==> config.mk <==
export PLATFORM = sky130hd
export DESIGN_NAME = riscv_hazard_scoreboard
export DESIGN_NICKNAME = d
export VERILOG_FILES = /design/src/rtl/riscv_hazard_scoreboard_pkg.sv /design/src/rtl/riscv_hazard_scoreboard_entry.sv /design/src/rtl/riscv_hazard_scoreboard.sv
export SDC_FILE = /design/constraint.sdc
export NUM_CORES = 1
export LEC_CHECK = 0
export ABC_AREA = 1
export CORE_MARGIN = 2
export CORE_UTILIZATION = 51
export DETAILED_ROUTE_END_ITERATION = 8
export PLACE_DENSITY = 0.83
export SETUP_SLACK_MARGIN = 0.02
export SLEW_MARGIN = 10
export SYNTH_ARGS = -nofsm -noshare
export SYNTH_HDL_FRONTEND = slang
export SYNTH_SLANG_ARGS = --single-unit
==> constraint.sdc <==
create_clock -name clk -period 4.78 [get_ports clk]
set_clock_uncertainty 0.05 [all_clocks]
set_input_delay 0.478 -clock clk [delete_from_list [all_inputs] [get_ports clk]]
set_output_delay 0.478 -clock clk [all_outputs]
set_load 0.1 [all_outputs]
==> src/rtl/riscv_hazard_scoreboard_pkg.sv <==
// Shared definitions for the hazard scoreboard.
//   REG_ADDR_W / NUM_REGS : architectural register file geometry
//   LOAD_CNT_W            : width of the outstanding-load counter
//   sb_state_e            : per-register tracking state
//   reg_onehot()          : register index to one-hot decode
package riscv_hazard_scoreboard_pkg;

  localparam int REG_ADDR_W = 5;
  localparam int NUM_REGS   = 32;
  localparam int LOAD_CNT_W = 3;

  typedef enum logic [1:0] {
    SB_FREE      = 2'd0,
    SB_ALU_PEND  = 2'd1,
    SB_LOAD_PEND = 2'd2
  } sb_state_e;

  function automatic logic [NUM_REGS-1:0] reg_onehot(input logic [REG_ADDR_W-1:0] r);
    logic [NUM_REGS-1:0] oh;
    oh    = '0;
    oh[r] = 1'b1;
    return oh;
  endfunction

endpackage

==> src/rtl/riscv_hazard_scoreboard_entry.sv <==
// Tracking state for a single architectural register.
//   i_set_alu  : an ALU instruction writing this register issues
//   i_set_load : a load writing this register issues
//   i_clr      : the pending result completes this cycle (already qualified by the top)
//   i_flush    : pipeline flush; drops ALU work, loads keep draining
//   o_state    : current state (sb_state_e encoding)
//   o_busy     : state != FREE
//
// state        | meaning
// SB_FREE      | no in-flight writer, value is architectural
// SB_ALU_PEND  | ALU result in flight, forwardable from WB
// SB_LOAD_PEND | load data outstanding from data memory
module riscv_hazard_scoreboard_entry
  import riscv_hazard_scoreboard_pkg::*;
(
  input  logic       clk,
  input  logic       reset_n,
  input  logic       i_set_alu,
  input  logic       i_set_load,
  input  logic       i_clr,
  input  logic       i_flush,
  output logic [1:0] o_state,
  output logic       o_busy
);

  sb_state_e r_state;
  sb_state_e w_state_nxt;

  always_ff @(posedge clk or negedge reset_n) begin
    if (!reset_n) r_state <= SB_FREE;
    else          r_state <= w_state_nxt;
  end

  // A new issue overrides a completion of the previous writer in the same cycle.
  always_comb begin
    w_state_nxt = r_state;
    if (i_set_load) begin
      w_state_nxt = SB_LOAD_PEND;
    end else if (i_set_alu) begin
      w_state_nxt = SB_ALU_PEND;
    end else begin
      case (r_state)
        SB_ALU_PEND:  if (i_clr || i_flush) w_state_nxt = SB_FREE;
        SB_LOAD_PEND: if (i_clr)            w_state_nxt = SB_FREE;
        default:                            w_state_nxt = SB_FREE;
      endcase
    end
  end

  always_comb begin
    o_state = r_state;
    o_busy  = (r_state != SB_FREE);
  end

endmodule

==> src/rtl/riscv_hazard_scoreboard.sv <==
// Issue-side hazard scoreboard. Tracks every in-flight destination register
// from decode to writeback and stalls decode on load-use, WAW (and, without
// forwarding, RAW on ALU results) and on the outstanding-load limit.
//   clk, reset_n                 : clock, async active-low reset
//   id_*                         : instruction currently in ID
//   flush                        : squash ALU-pending work and the ID instruction
//   WB_RegWrite / WB_rd          : ALU writeback completion
//   mem_rvalid / mem_rd          : load data completion
//   id_stall / id_issue          : combinational decode control
//   busy_vec                     : per-register pending flags (bit 0 always 0)
//   loads_out                    : outstanding load count
//   err_spurious                 : sticky, a completion hit a FREE register
// MAX_LOADS must lie in 1..7 to fit loads_out.
module riscv_hazard_scoreboard
  import riscv_hazard_scoreboard_pkg::*;
#(
  parameter int MAX_LOADS = 4,
  parameter bit FWD_EN    = 1'b1
) (
  input  logic                  clk,
  input  logic                  reset_n,
  input  logic                  id_valid,
  input  logic [REG_ADDR_W-1:0] id_rs1,
  input  logic [REG_ADDR_W-1:0] id_rs2,
  input  logic                  id_use_rs1,
  input  logic                  id_use_rs2,
  input  logic                  id_RegWrite,
  input  logic [REG_ADDR_W-1:0] id_rd,
  input  logic                  id_is_load,
  input  logic                  flush,
  input  logic                  WB_RegWrite,
  input  logic [REG_ADDR_W-1:0] WB_rd,
  input  logic                  mem_rvalid,
  input  logic [REG_ADDR_W-1:0] mem_rd,
  output logic                  id_stall,
  output logic                  id_issue,
  output logic [NUM_REGS-1:0]   busy_vec,
  output logic [LOAD_CNT_W-1:0] loads_out,
  output logic                  err_spurious
);

  localparam logic [LOAD_CNT_W-1:0] MAX_CNT = LOAD_CNT_W'(MAX_LOADS);

  logic [NUM_REGS-1:0][1:0] w_state;
  logic [NUM_REGS-1:0]      w_busy;
  logic [NUM_REGS-1:0]      w_is_alu;
  logic [NUM_REGS-1:0]      w_is_load;
  logic [NUM_REGS-1:0]      w_wb_oh;
  logic [NUM_REGS-1:0]      w_mem_oh;
  logic [NUM_REGS-1:0]      w_wb_done;
  logic [NUM_REGS-1:0]      w_mem_done;
  logic [NUM_REGS-1:0]      w_cmpl;
  logic [NUM_REGS-1:0]      w_pend_alu;
  logic [NUM_REGS-1:0]      w_pend_load;
  logic [NUM_REGS-1:0]      w_rd_oh;
  logic [NUM_REGS-1:0]      w_set_alu;
  logic [NUM_REGS-1:0]      w_set_load;
  logic                     w_src_load;
  logic                     w_src_alu;
  logic                     w_waw;
  logic                     w_ld_full;
  logic                     w_issue_wr;
  logic                     w_ld_inc;
  logic                     w_ld_dec;
  logic                     w_dec_at_zero;
  logic                     w_spur;
  logic [LOAD_CNT_W-1:0]    r_loads_out;
  logic                     r_err;

  // x0 is never tracked.
  assign w_state[0] = SB_FREE;
  assign w_busy[0]  = 1'b0;

  generate
    for (genvar g = 1; g < NUM_REGS; g++) begin : g_entry
      riscv_hazard_scoreboard_entry u_entry (
        .clk        (clk),
        .reset_n    (reset_n),
        .i_set_alu  (w_set_alu[g]),
        .i_set_load (w_set_load[g]),
        .i_clr      (w_cmpl[g]),
        .i_flush    (flush),
        .o_state    (w_state[g]),
        .o_busy     (w_busy[g])
      );
    end
  endgenerate

  always_comb begin
    w_is_alu  = '0;
    w_is_load = '0;
    for (int r = 0; r < NUM_REGS; r++) begin
      w_is_alu[r]  = (w_state[r] == SB_ALU_PEND);
      w_is_load[r] = (w_state[r] == SB_LOAD_PEND);
    end
  end

  // A completion only counts when it matches the kind of work pending on
  // that register; x0 is never pending so it can never complete.
  assign w_wb_oh    = WB_RegWrite ? reg_onehot(WB_rd) : '0;
  assign w_mem_oh   = mem_rvalid ? reg_onehot(mem_rd) : '0;
  assign w_wb_done  = w_wb_oh & w_is_alu;
  assign w_mem_done = w_mem_oh & w_is_load;
  assign w_cmpl     = w_wb_done | w_mem_done;

  // Registers completing this cycle are bypassed by WB forwarding, so they
  // no longer block decode.
  assign w_pend_alu  = w_is_alu & ~w_cmpl;
  assign w_pend_load = w_is_load & ~w_cmpl;

  assign w_src_load = (id_use_rs1 & w_pend_load[id_rs1]) | (id_use_rs2 & w_pend_load[id_rs2]);
  assign w_src_alu  = (id_use_rs1 & w_pend_alu[id_rs1])  | (id_use_rs2 & w_pend_alu[id_rs2]);
  assign w_waw      = id_RegWrite & (w_pend_alu[id_rd] | w_pend_load[id_rd]);
  assign w_ld_full  = id_is_load & (r_loads_out == MAX_CNT) & ~mem_rvalid;

  assign id_stall = id_valid & (w_src_load | (~FWD_EN & w_src_alu) | w_waw | w_ld_full);
  assign id_issue = id_valid & ~id_stall & ~flush;

  assign w_issue_wr = id_issue & id_RegWrite & (id_rd != '0);
  assign w_rd_oh    = w_issue_wr ? reg_onehot(id_rd) : '0;
  assign w_set_load = id_is_load ? w_rd_oh : '0;
  assign w_set_alu  = id_is_load ? '0 : w_rd_oh;

  assign w_ld_inc      = w_issue_wr & id_is_load;
  assign w_ld_dec      = |w_mem_done;
  assign w_dec_at_zero = w_ld_dec & ~w_ld_inc & (r_loads_out == '0);

  assign w_spur = (WB_RegWrite & (WB_rd != '0) & ~w_busy[WB_rd])
                | (mem_rvalid & ~w_busy[mem_rd]);

  // The counter saturates at MAX_LOADS and never goes below 0; an
  // impossible decrement is reported through the sticky error flag.
  always_ff @(posedge clk or negedge reset_n) begin
    if (!reset_n) begin
      r_loads_out <= '0;
      r_err       <= 1'b0;
    end else begin
      if (w_ld_inc && !w_ld_dec) begin
        if (r_loads_out != MAX_CNT) r_loads_out <= r_loads_out + 1'b1;
      end else if (w_ld_dec && !w_ld_inc) begin
        if (r_loads_out != '0) r_loads_out <= r_loads_out - 1'b1;
      end
      if (w_spur || w_dec_at_zero) r_err <= 1'b1;
    end
  end

  assign busy_vec     = w_busy;
  assign loads_out    = r_loads_out;
  assign err_spurious = r_err;

endmodule

==> impl_summary.log <==
INFO  metric run_status = finished clean
INFO  metric grt_first_pass_wirelength = 41100 um
INFO  metric maxCapViolations = 0
INFO  metric tritoncts.num_buffers = 9
INFO  metric cp.arrival = 3.42 ns
INFO  metric finalNetCount = 1144
INFO  metric layout.cells.most_common = nand2_1
INFO  metric synth_enable_flop_cells = 0
INFO  metric synthSimpleGateAreaFrac = 47.0%
INFO  metric clock_insertion_delay_worst_skew = 0.35 ns
INFO  metric cp.buffers_inverters = 3
INFO  metric synth_top_area_share = 26.0%
INFO  metric worst-endpoint-required = 4.25 ns
INFO  metric ant_nets = 0
INFO  metric dr_total_vias = 7863
INFO  metric synth_fa_ha_area_share = 0.316%
INFO  metric floorplan.initialDensity = 52.6%
INFO  metric post_synth_inst_count = 1062
INFO  metric setup-tns-final = 0 ns
INFO  metric area_growth = 16.8%
INFO  metric place.port_buffers = 71
INFO  metric startpoint_type = input pin
INFO  metric cts.repair_timing.setup_buffer_count = 0
INFO  metric postSynth.asyncResetShare = 100%
INFO  metric critical_path_peak_fanout = 12
INFO  metric dieWidth = 116 um
INFO  metric routabilityCongestion = 1.08
INFO  metric cts_num_sinks = 66
INFO  metric post_cts_hold_buffer_count = 0
INFO  metric fin_hold_ws = 0.0178 ns
INFO  metric yosysWarningCount = 0
INFO  metric vias_per_cell = 6.14
INFO  metric setup_viols_final = 0
INFO  metric synth_sequential_area_ratio = 26.0%
INFO  metric grt_setup_unrepaired = no
INFO  metric boundaryPins = 73
INFO  metric drc = 0
INFO  metric post-dp-hpwl = 21000 um
INFO  metric via_count_of_the_first_global_routing_pass = 7265
INFO  metric critical_path.cell_chain = clkdlybuf4s50_1 -> inv_1 -> nand2_1 -> nor2_2 -> nand2_1 -> nand3_1 -> nand3_1 -> nand2_1 -> nand2_1 -> nor2_1 -> nand2_1 -> nor2_1 -> nand2_1 -> nand2_1 -> nand2_2 -> nor3_2 -> buf_12
INFO  metric multiplexer_fraction_of_the_synthesized_cell_area = 0%
INFO  metric criticalPathCategory = in -> out
INFO  metric layout-drive-gt1-share = 7.55%
INFO  metric antenna-diode-count = 0
INFO  metric post_cts_repair_resize_count = 0
INFO  metric grt_antenna_before_repair = 1
INFO  metric holdCritPathClass = in -> async
INFO  metric detail_route.first_pass.iterations = 6
INFO  metric main_combinational_cell_family_by_area_after_synthesis = simple AND/OR/NAND/NOR gates
INFO  metric cts_buffer_depth = 2
INFO  metric crit_family = simple AND/OR/NAND/NOR gates
INFO  metric synth_seq_cells = 66
INFO  metric wire_per_inst = 21.1 um
INFO  metric max_freq = 0.253 GHz
INFO  metric global_route.overflow_total = 0
INFO  metric synth_largest_area_cell = dfrtp_1
INFO  metric ys_top_cells_by_area = dfrtp_1 (26%), nand2_1 (17%), nand3_1 (12%)
INFO  metric critical_path.most_common_cell = nand2_1
INFO  metric synth_top_flop_cell = dfrtp_1
INFO  metric cp-end-kind = output port
INFO  metric synthesized_area_fraction_occupied_by_ao_oa_aoi_and_oai_cells = 12.2%
INFO  metric final_hold_viol_count = 0
INFO  metric syn_nets = 1098
INFO  metric max_slew_violation_total_from_the_final_report = 0
INFO  metric synth.cell_area = 0.00634 mm^2
INFO  metric worst_ir_drop_vdd = 0.000321 V
INFO  metric fin_crit_sh = 82.7%
INFO  metric most-common-layout-cells = nand2_1 (295), nand3_1 (153), nor2_1 (145)
INFO  metric detailedRoute.firstIterationViolations = 1247
INFO  metric die_h = 116 um
INFO  metric wirelength = 27000 um
INFO  metric dieArea = 0.0133 mm^2
INFO  metric tightestPinTransition = 0.986 ns
INFO  metric static-leakage-power = 3.50 nW
INFO  metric h-tree-depth = 3
INFO  metric grt.total_usage = 41.7%
INFO  metric layout_min_cycle_time = 3.95 ns
INFO  metric post_synth.cell_area_avg = 5.97 um^2
INFO  metric slew-limit-headroom = 34.1%
INFO  metric path_clk_slew = 0.06 ns
INFO  metric yosysUniqueCellTypes = 46
INFO  metric num_rows = 40
INFO  metric critical_path.slowest_cell = nor2_2
INFO  metric grt_start_max_net_pins = 53
INFO  metric max_stage_delay = 0.57 ns
INFO  metric pwr_dens = 316 mW/mm^2
INFO  metric cts_root_buf = clkbuf_16
INFO  metric design.core.area = 0.0121 mm^2
INFO  metric tritoncts_clock_tree = yes
INFO  metric post_synth_xor_area_fraction = 0.138%
[worst register-to-register path, delay by kind of cell, from the launching register on]
family	cells	cell delay [ns]
adder cells (fa/ha/maj)	1	0.42
buffers and inverters	1	0.06
flip-flops	1	0.38
AND/OR/NAND/NOR	19	2.17
[path summary, 6_finish.rpt]
| check | cells past startpoint | slack, ns | endpoint | from |
|---|---|---|---|---|
| max | 17 | 0.83 | id_issue | mem_rd[1] |
| min | 1 | 0.02 | err_spurious$_DFFE_PN0P_ | reset_n |
| max reg2reg | 21 | 1.60 | loads_out[2]$_DFFE_PN0P_ | g_entry[27].u_entry.o_state[0]$_DFFE_PN0P_ |
| min reg2reg | 2 | 0.45 | err_spurious$_DFFE_PN0P_ | err_spurious$_DFFE_PN0P_ |
| max in group asynchronous | 2 | 3.63 | g_entry[13].u_entry.o_state[0]$_DFFE_PN0P_ | reset_n |
| min in group clk | 2 | 0.45 | err_spurious$_DFFE_PN0P_ | err_spurious$_DFFE_PN0P_ |
[Yosys cell counts, drive strengths merged (2+ instances only)]
| cell | count |
|---|---|
| a22oi | 5 |
| a21oi | 14 |
| nor4 | 2 |
| nand3 | 155 |
| inv | 138 |
| nand2 | 298 |
| dfrtp | 66 |
| or2 | 4 |
| nand3b | 4 |
| buf | 47 |
| o22ai | 5 |
| o21ai | 51 |
| nor2 | 154 |
| nand4 | 22 |
| a21boi | 2 |
| a21o | 2 |
| a31oi | 2 |
| a221oi | 7 |
| o221ai | 6 |
| o21a | 10 |
| o21bai | 3 |
| a22o | 3 |
| nor3 | 31 |
| o2111ai | 3 |
| o31ai | 4 |
| clkbuf | 15 |
[state kept, by name (all words and copies together), names as in the netlist]
name	flops
err_spurious	1
g_entry.u_entry.o_state	62
loads_out	3
[power by group]
group	internal [mW]	switching (mW)	total, mW
sequential	0.604	0.0405	0.644
combinational	0.254	0.769	1.02
clock	0.418	0.256	0.674
[stage by stage]
| stage | cells | cell area, um^2 | worst slack [ns] | utilization, % | total power [mW] |
|---|---|---|---|---|---|
| 2_1_floorplan | 1062 | 6350 | 0.577 | - | 1.38 |
| 3_3_place_gp | 1265 | 7110 | 0.670 | 59.0 | 1.65 |
| 3_5_place_dp | 1265 | 7110 | 0.615 | 59.0 | 1.65 |
| 4_1_cts | 1281 | 7410 | 0.959 | 61.4 | 2.32 |
| 5_1_grt | 1281 | 7410 | 0.506 | 61.4 | 2.43 |
| 6_report | 1281 | 7410 | 0.828 | 61.4 | 2.34 |
[logic make-up (layout without fill, tap and decap cells)]
group | Yosys count | count (layout)
AOI/OAI and AO/OA | 122 | 122
xor gates and xnor gates | 1 | 1
adders and majority gates | 1 | 1
buffers and inverters | 201 | 252
DFF | 66 | 66
other | 1 | 1
and+or+nand+nor | 670 | 670
[routing by layer]
layer / part of all wire, % / track usage, % / vias up
li1: - / - / 3534
met1: 38 / 53.7 / 3555
met2: 42 / 62.3 / 638
met3: 14 / 11.2 / 134
met4: 6.8 / 25.5 / 2
met5: 0.048 / 0 / -
[cell type report]
| class | instances | area [um^2] |
|---|---|---|
| Fill cell | 1220 | 4650 |
| Multi-Input combinational cell | 795 | 3790 |
| Sequential cell | 66 | 1650 |
| Timing Repair Buffer | 97 | 933 |
| Inverter | 139 | 522 |
| Clock buffer | 12 | 246 |
| Tap cell | 168 | 210 |
| Clock inverter | 4 | 51.3 |
No activity file was read; power rests on OpenSTA's default activity.
